<file path="src/rtl/hazard_pkg.sv">
// Shared types for the RVX10 hazard controller: forwarding selects and sequencer states.
package hazard_pkg;

  localparam int unsigned REG_AW_DEF = 5;

  typedef enum logic [1:0] {
    FWD_RF  = 2'b00,
    FWD_WB  = 2'b01,
    FWD_MEM = 2'b10
  } fwd_sel_e;

  typedef enum logic {
    MC_IDLE,
    MC_BUSY
  } mc_state_e;

endpackage

</file>
<file path="src/rtl/hazard_ctrl_if.sv">
// Pipeline <-> hazard unit signal bundle; master is the datapath, slave the hazard unit.
interface hazard_ctrl_if #(
  parameter int unsigned REG_AW = hazard_pkg::REG_AW_DEF
) ();

  logic [REG_AW-1:0] rs1D, rs2D;
  logic [REG_AW-1:0] rs1E, rs2E, rdE;
  logic [REG_AW-1:0] rdM, rdW;
  logic              regwriteM, regwriteW;
  logic              loadE, pcsrcE, mc_startE;
  logic [1:0]        forwardAE, forwardBE;
  logic              stallF, stallD, stallE;
  logic              flushD, flushE, flushM;
  logic              mc_busy, mc_done;

  modport master (
    output rs1D, rs2D, rs1E, rs2E, rdE, rdM, rdW, regwriteM, regwriteW,
           loadE, pcsrcE, mc_startE,
    input  forwardAE, forwardBE, stallF, stallD, stallE, flushD, flushE, flushM,
           mc_busy, mc_done
  );

  modport slave (
    input  rs1D, rs2D, rs1E, rs2E, rdE, rdM, rdW, regwriteM, regwriteW,
           loadE, pcsrcE, mc_startE,
    output forwardAE, forwardBE, stallF, stallD, stallE, flushD, flushE, flushM,
           mc_busy, mc_done
  );

endinterface

</file>
<file path="src/rtl/mc_seq.sv">
// Multicycle-op sequencer: holds a long-latency op in E for MC_LATENCY cycles.
module mc_seq
  import hazard_pkg::*;
#(
  parameter int unsigned MC_LATENCY = 4
) (
  input  logic clk,
  input  logic reset_n,
  input  logic mc_start,
  output logic mc_stall,
  output logic mc_busy,
  output logic mc_done
);

  localparam int unsigned    CntW    = $clog2(MC_LATENCY);
  localparam logic [CntW-1:0] CntLoad = CntW'(MC_LATENCY - 2);

  mc_state_e       state_q, state_d;
  logic [CntW-1:0] cnt_q, cnt_d;
  logic            stall_c, done_c;

  always_ff @(posedge clk or negedge reset_n) begin
    if (!reset_n) begin
      state_q <= MC_IDLE;
      cnt_q   <= '0;
    end else begin
      state_q <= state_d;
      cnt_q   <= cnt_d;
    end
  end

  always_comb begin
    state_d = state_q;
    cnt_d   = cnt_q;
    stall_c = 1'b0;
    done_c  = 1'b0;
    unique case (state_q)
      MC_IDLE: begin
        if (mc_start) begin
          stall_c = 1'b1;
          cnt_d   = CntLoad;
          state_d = MC_BUSY;
        end
      end
      MC_BUSY: begin
        // mc_start is ignored here: the same op is still sitting in E.
        if (cnt_q != '0) begin
          stall_c = 1'b1;
          cnt_d   = cnt_q - CntW'(1);
        end else begin
          done_c  = 1'b1;
          state_d = MC_IDLE;
        end
      end
    endcase
  end

  // Keep the pipeline quiet while reset is held, even if mc_start is still high.
  assign mc_stall = stall_c & reset_n;
  assign mc_done  = done_c & reset_n;
  assign mc_busy  = (state_q == MC_BUSY);

endmodule

</file>
<file path="src/rtl/hazard_ctrl.sv">
// RVX10 5-stage hazard controller: forwarding, load-use stall, branch flush, multicycle hold.
// Optional HAZARD_PERF_EN adds saturating stall/flush cycle counters.
module hazard_ctrl
  import hazard_pkg::*;
#(
  parameter int unsigned MC_LATENCY = 4,
  parameter int unsigned REG_AW     = REG_AW_DEF
) (
  input  logic        clk,
  input  logic        reset_n,
`ifdef HAZARD_PERF_EN
  output logic [31:0] stall_cnt,
  output logic [31:0] flush_cnt,
`endif
  hazard_ctrl_if.slave hz
);

  function automatic fwd_sel_e fwd_sel(input logic [REG_AW-1:0] rs,
                                       input logic [REG_AW-1:0] rd_m,
                                       input logic [REG_AW-1:0] rd_w,
                                       input logic              we_m,
                                       input logic              we_w);
    fwd_sel_e sel;
    sel = FWD_RF;
    if (rs != '0) begin
      if (we_m && (rd_m == rs))      sel = FWD_MEM;
      else if (we_w && (rd_w == rs)) sel = FWD_WB;
    end
    return sel;
  endfunction

  logic lw_stall, mc_stall;
  logic stall_fd, flush_d, flush_e;

  assign hz.forwardAE = fwd_sel(hz.rs1E, hz.rdM, hz.rdW, hz.regwriteM, hz.regwriteW);
  assign hz.forwardBE = fwd_sel(hz.rs2E, hz.rdM, hz.rdW, hz.regwriteM, hz.regwriteW);

  assign lw_stall = hz.loadE && (hz.rdE != '0) && ((hz.rdE == hz.rs1D) || (hz.rdE == hz.rs2D));

  mc_seq #(
    .MC_LATENCY(MC_LATENCY)
  ) u_mc_seq (
    .clk      (clk),
    .reset_n  (reset_n),
    .mc_start (hz.mc_startE),
    .mc_stall (mc_stall),
    .mc_busy  (hz.mc_busy),
    .mc_done  (hz.mc_done)
  );

  // A branch or load-use bubble in E only takes effect once E is free to advance.
  assign stall_fd = lw_stall || mc_stall;
  assign flush_e  = (lw_stall || hz.pcsrcE) && !mc_stall;
  assign flush_d  = hz.pcsrcE && !mc_stall;

  assign hz.stallF = stall_fd;
  assign hz.stallD = stall_fd;
  assign hz.stallE = mc_stall;
  assign hz.flushM = mc_stall;
  assign hz.flushE = flush_e;
  assign hz.flushD = flush_d;

`ifdef HAZARD_PERF_EN
  logic [31:0] stall_cnt_q, flush_cnt_q;

  always_ff @(posedge clk or negedge reset_n) begin
    if (!reset_n) begin
      stall_cnt_q <= '0;
      flush_cnt_q <= '0;
    end else begin
      if (stall_fd && (stall_cnt_q != '1)) stall_cnt_q <= stall_cnt_q + 32'd1;
      if ((flush_d || flush_e) && (flush_cnt_q != '1)) flush_cnt_q <= flush_cnt_q + 32'd1;
    end
  end

  assign stall_cnt = stall_cnt_q;
  assign flush_cnt = flush_cnt_q;
`endif

endmodule

</file>
<file path="src/flat_wrapper.sv">
// flat-port wrapper written by rule: the top's interface ports become plain ports
module hazard_ctrl_flat import hazard_pkg::*;
#(
  parameter int unsigned MC_LATENCY = 4,
  parameter int unsigned REG_AW     = REG_AW_DEF
)
  (clk, reset_n, hz_rs1D, hz_rs2D, hz_rs1E, hz_rs2E, hz_rdE, hz_rdM, hz_rdW, hz_regwriteM, hz_regwriteW, hz_loadE, hz_pcsrcE, hz_mc_startE, hz_forwardAE, hz_forwardBE, hz_stallF, hz_stallD, hz_stallE, hz_flushD, hz_flushE, hz_flushM, hz_mc_busy, hz_mc_done);
  hazard_ctrl_if #(.REG_AW(REG_AW)) hz_i ();
  input  logic clk;
  input  logic reset_n;
  input wire logic [$bits(hz_i.rs1D)-1:0] hz_rs1D;
  input wire logic [$bits(hz_i.rs2D)-1:0] hz_rs2D;
  input wire logic [$bits(hz_i.rs1E)-1:0] hz_rs1E;
  input wire logic [$bits(hz_i.rs2E)-1:0] hz_rs2E;
  input wire logic [$bits(hz_i.rdE)-1:0] hz_rdE;
  input wire logic [$bits(hz_i.rdM)-1:0] hz_rdM;
  input wire logic [$bits(hz_i.rdW)-1:0] hz_rdW;
  input wire logic [$bits(hz_i.regwriteM)-1:0] hz_regwriteM;
  input wire logic [$bits(hz_i.regwriteW)-1:0] hz_regwriteW;
  input wire logic [$bits(hz_i.loadE)-1:0] hz_loadE;
  input wire logic [$bits(hz_i.pcsrcE)-1:0] hz_pcsrcE;
  input wire logic [$bits(hz_i.mc_startE)-1:0] hz_mc_startE;
  output wire logic [$bits(hz_i.forwardAE)-1:0] hz_forwardAE;
  output wire logic [$bits(hz_i.forwardBE)-1:0] hz_forwardBE;
  output wire logic [$bits(hz_i.stallF)-1:0] hz_stallF;
  output wire logic [$bits(hz_i.stallD)-1:0] hz_stallD;
  output wire logic [$bits(hz_i.stallE)-1:0] hz_stallE;
  output wire logic [$bits(hz_i.flushD)-1:0] hz_flushD;
  output wire logic [$bits(hz_i.flushE)-1:0] hz_flushE;
  output wire logic [$bits(hz_i.flushM)-1:0] hz_flushM;
  output wire logic [$bits(hz_i.mc_busy)-1:0] hz_mc_busy;
  output wire logic [$bits(hz_i.mc_done)-1:0] hz_mc_done;
  assign hz_i.rs1D = hz_rs1D;
  assign hz_i.rs2D = hz_rs2D;
  assign hz_i.rs1E = hz_rs1E;
  assign hz_i.rs2E = hz_rs2E;
  assign hz_i.rdE = hz_rdE;
  assign hz_i.rdM = hz_rdM;
  assign hz_i.rdW = hz_rdW;
  assign hz_i.regwriteM = hz_regwriteM;
  assign hz_i.regwriteW = hz_regwriteW;
  assign hz_i.loadE = hz_loadE;
  assign hz_i.pcsrcE = hz_pcsrcE;
  assign hz_i.mc_startE = hz_mc_startE;
  assign hz_forwardAE = hz_i.forwardAE;
  assign hz_forwardBE = hz_i.forwardBE;
  assign hz_stallF = hz_i.stallF;
  assign hz_stallD = hz_i.stallD;
  assign hz_stallE = hz_i.stallE;
  assign hz_flushD = hz_i.flushD;
  assign hz_flushE = hz_i.flushE;
  assign hz_flushM = hz_i.flushM;
  assign hz_mc_busy = hz_i.mc_busy;
  assign hz_mc_done = hz_i.mc_done;
  hazard_ctrl #(.MC_LATENCY(MC_LATENCY), .REG_AW(REG_AW)) u_core (.clk(clk), .reset_n(reset_n), .hz(hz_i));
endmodule
</file>
<file path="config.mk">
export PLATFORM = sky130hd
export DESIGN_NAME = hazard_ctrl_flat
export DESIGN_NICKNAME = d
export VERILOG_FILES = /design/src/rtl/hazard_pkg.sv /design/src/rtl/hazard_ctrl_if.sv /design/src/rtl/mc_seq.sv /design/src/rtl/hazard_ctrl.sv /design/src/flat_wrapper.sv
export SDC_FILE = /design/constraint.sdc
export NUM_CORES = 1
export LEC_CHECK = 0
export ABC_AREA = 1
export BUFFER_PORTS_ARGS = -buffer_cell sky130_fd_sc_hd__buf_2
export CORE_AREA = 4 4 48 50
export CTS_CLUSTER_DIAMETER = 120
export DETAILED_ROUTE_END_ITERATION = 16
export DIE_AREA = 0 0 52 54
export PLACE_DENSITY = 0.76
export SLEW_MARGIN = 20
export SYNTH_ARGS = -nofsm -noshare
export SYNTH_HDL_FRONTEND = slang
export SYNTH_SLANG_ARGS = --single-unit
</file>
<file path="constraint.sdc">
create_clock -name clk -period 1.56 [get_ports clk]
set_input_delay 0.156 -clock clk [delete_from_list [all_inputs] [get_ports clk]]
set_output_delay 0.156 -clock clk [all_outputs]
set_load 0.02 [all_outputs]
</file>
==> impl_metrics.ini <==
[synthesis]
synth_nets = 179
ys_top_cells_by_area = nand2_1 (22%), inv_1 (15%), dfrtp_1 (11%), nor2_1 (10%), xnor2_1 (8.7%)
ys_types = 21
ys.flop_type = dfrtp_1
netlist_instances = 136
yosysWarnings = 0
yosysSeqAreaShare_pct = 10.68
avgSynthCellArea_um2 = 5.170
post-synth-top-count-cell = nand2_1
synth_top_area_cell = nand2_1
synth-edff-count = 0
synth_seq_cells = 3
ys_async_sr_fraction_pct = 100.0
synth_top_area_share_pct = 21.89
synthTopCellsByCount = nand2_1 (41), inv_1 (28), nor2_1 (19), xnor2_1 (7), o21ai_0 (6)
syn_area_um2 = 703.2

[flow_run]
maxCapViolCount = 0

[timing]
finalHoldViolCount = 0
setup_viol = 0
relSlewSlack_pct = 65.90
post-route-period-util_pct = 96.81
final.setup.worst_slack_ns = 0.04970
skew_ns = 0.002955
tns_ns = 0
rsz0062_at_grt = yes
maxSlewViolCount = 0
holdWs_ns = 0.2621
fin_crit_ns = 1.510
tightest_slew_ns = 0.5069
timing.fmax_mhz = 662.1

[setup_path]
start_kind = flop
cp.arrival_ns = 1.35
cp_slowest_cell = dfrtp_1
cp_cell_sequence = inv_1 > ha_2 > o21ai_2 > nand2_2 > nand2_2 > nand2_2 > buf_6
cp-end-kind = primary output
critPathKind = flop to primary output
critical-path-top-delay-family = flip-flops
crit_top_cell = nand2_2
cp.buffers_inverters = 2
worstPathRequired_ns = 1.40
max_stage_delay_ns = 0.33
cp_max_fo = 4

[die]
die_h_um = 54
core_um2 = 1902
placementRows = 16
start_util_pct = 36.97
io_pins = 54
dieWidth_um = 52
fp.dieArea_um2 = 2808

[pwr]
switchingPower_mw = 0.4049
p_int_mw = 0.4783
p_per_area_nw_per_um2 = 822.7
p_sw_share_pct = 45.84
seqPwrFrac_pct = 15.5
combPwrFrac_pct = 69.6
static-leakage-power_nw = 0.6843
peakVddDrop_mv = 0.3810
clockPowerShare_pct = 15.0

[final_layout]
instances_no_fill = 222
syn2layout_area_growth_pct = 52.67
final.fill_count = 193
register_area_um2 = 75.07
design_area_um2 = 1074
multiInputGateArea_um2 = 515.5
nNetsFinal = 239
antenna_cells = 0
drive_gt1_share_pct = 34.36

[global_route]
antenna_found_initial = 0
grt_pass1_wl_mm = 3.387
grt_max_degree = 6
overflow = 0
grt.total_usage_pct = 15.98
first_global_vias = 875

[detailed_routing]
ant_nets = 0
wire_per_inst_um = 10.08
drt_wl_total_mm = 2.237
first_pass_iters = 4
drc = 0
vias_per_cell = 4.459
vias = 990
drt_iter0_drc = 6

[outcome]
status = complete, no violations

[placement]
dp.cells = 214
portBuffers = 53
place_area_um2 = 987.2
place.gp.congestion = 0.7920
hpwl_mm = 2.019
post-place-ws_ns = 0.1726

[clocking]
numCtsBuffers = 3
cts.path.max_buffers = 2
clk_pin_slew_ns = 0.03
insertion_delay_ns = 0.23
cts_max_level = 1
clock_sinks = 3
clockRootBuffer = clkbuf_4
cts_tree = done

[worst_hold_path]
hp-class = input port to async pin
==> stage by stage <==
step	util, %	total power, mW
2_1_floorplan	-	0.4905
3_3_place_gp	51.91	0.6302
3_5_place_dp	51.91	0.6561
4_1_cts	54.21	0.8224
5_1_grt	56.45	0.9737
6_report	56.45	0.8832
==> state kept, by name, indices dropped and copies added (netlist names) <==
name / count
u_core.u_mc_seq.cnt_q: 2
u_core.u_mc_seq.mc_busy: 1
==> cell type report <==
type,instances,area share (%)
Multi-Input combinational cell,101,48.02
Timing Repair Buffer,57,28.90
Inverter,30,10.49
Sequential cell,3,6.993
Tap cell,27,3.147
Clock buffer,4,2.448
==> logic make-up (layout without fill, tap and decap cells) <==
kind of cell / count (synthesis) / after routing / share of synthesized area [%]
flip-flops: 3 / 3 / 10.68
AND/OR/NAND/NOR: 75 / 75 / 44.13
AO/OA/AOI/OAI: 14 / 14 / 11.57
buffers and inverters: 32 / 91 / 18.15
adder cells (fa/ha/maj): 1 / 1 / 1.779
XOR/XNOR: 11 / 11 / 13.70
==> what timing repair did <==
| item | in CTS | in global routing |
|---|---|---|
| pin swaps | 1 | 6 |
| endpoints found under the hold margin | 3 | 0 |
| gates resized for setup | 0 | 9 |
| setup buffers | 1 | 2 |
| endpoints found under the setup margin | 6 | 6 |
| hold buffers | 1 | 0 |
==> cells in the final DEF, fill, tap and decap left out <==
master,count
buf_4,3
nor3b_1,1
nor2_1,19
o21bai_1,1
a21oi_1,3
ha_2,1
nand2_1,38
o211ai_1,1
dfrtp_1,3
buf_6,2
nand4_1,4
nand3_1,4
clkbuf_4,3
clkbuf_1,1
buf_2,51
xor2_1,4
nor4_1,1
nand2_2,3
inv_1,28
nand3_2,1
xnor2_1,7
dlygate4sd3_1,1
o21ai_0,6
nor3_1,3
o22ai_1,2
inv_2,2
o21ai_2,1
and3_1,1
==> worst register-to-register path: stages (launching register included) <==
cell     delay (ns)
dfrtp_1        0.33
inv_1          0.06
ha_2           0.19
o21ai_2        0.17
buf_4          0.14
nor2_1         0.03
a21oi_1        0.11
==> routing by layer <==
metal | wire length, um | track usage (%)
met4 | 0 | 3.930
met3 | 99 | 5.263
met2 | 1236 | 29.92
met1 | 901 | 17.18
met5 | 0 | 0
==> power groups by stage <==
stage,Clock (mW),Sequential [mW],Combinational [mW]
5_1_grt,0.154,0.140,0.680
3_5_place_dp,0,0.137,0.519
4_1_cts,0.139,0.136,0.547
2_1_floorplan,0,0.151,0.339
6_report,0.132,0.137,0.614
3_3_place_gp,0,0.135,0.495
==> path summary, 6_finish.rpt <==
check / cells past startpoint / slack, ns / to / from
max in group asynchronous: 2 / 1.17 / u_core.u_mc_seq.cnt_q[0]$_DFFE_PN0P_ / reset_n
hold / removal: 2 / 0.26 / u_core.u_mc_seq.mc_busy$_DFF_PN0_ / reset_n
hold reg to reg: 3 / 0.56 / u_core.u_mc_seq.cnt_q[0]$_DFFE_PN0P_ / u_core.u_mc_seq.cnt_q[0]$_DFFE_PN0P_
min in group clk: 4 / 0.29 / u_core.u_mc_seq.mc_busy$_DFF_PN0_ / hz_mc_startE
setup / recovery: 7 / 0.05 / hz_flushE / u_core.u_mc_seq.cnt_q[1]$_DFFE_PN0P_
setup reg to reg: 6 / 0.45 / u_core.u_mc_seq.cnt_q[1]$_DFFE_PN0P_ / u_core.u_mc_seq.cnt_q[1]$_DFFE_PN0P_
No activity file was read; power rests on OpenSTA's default activity.
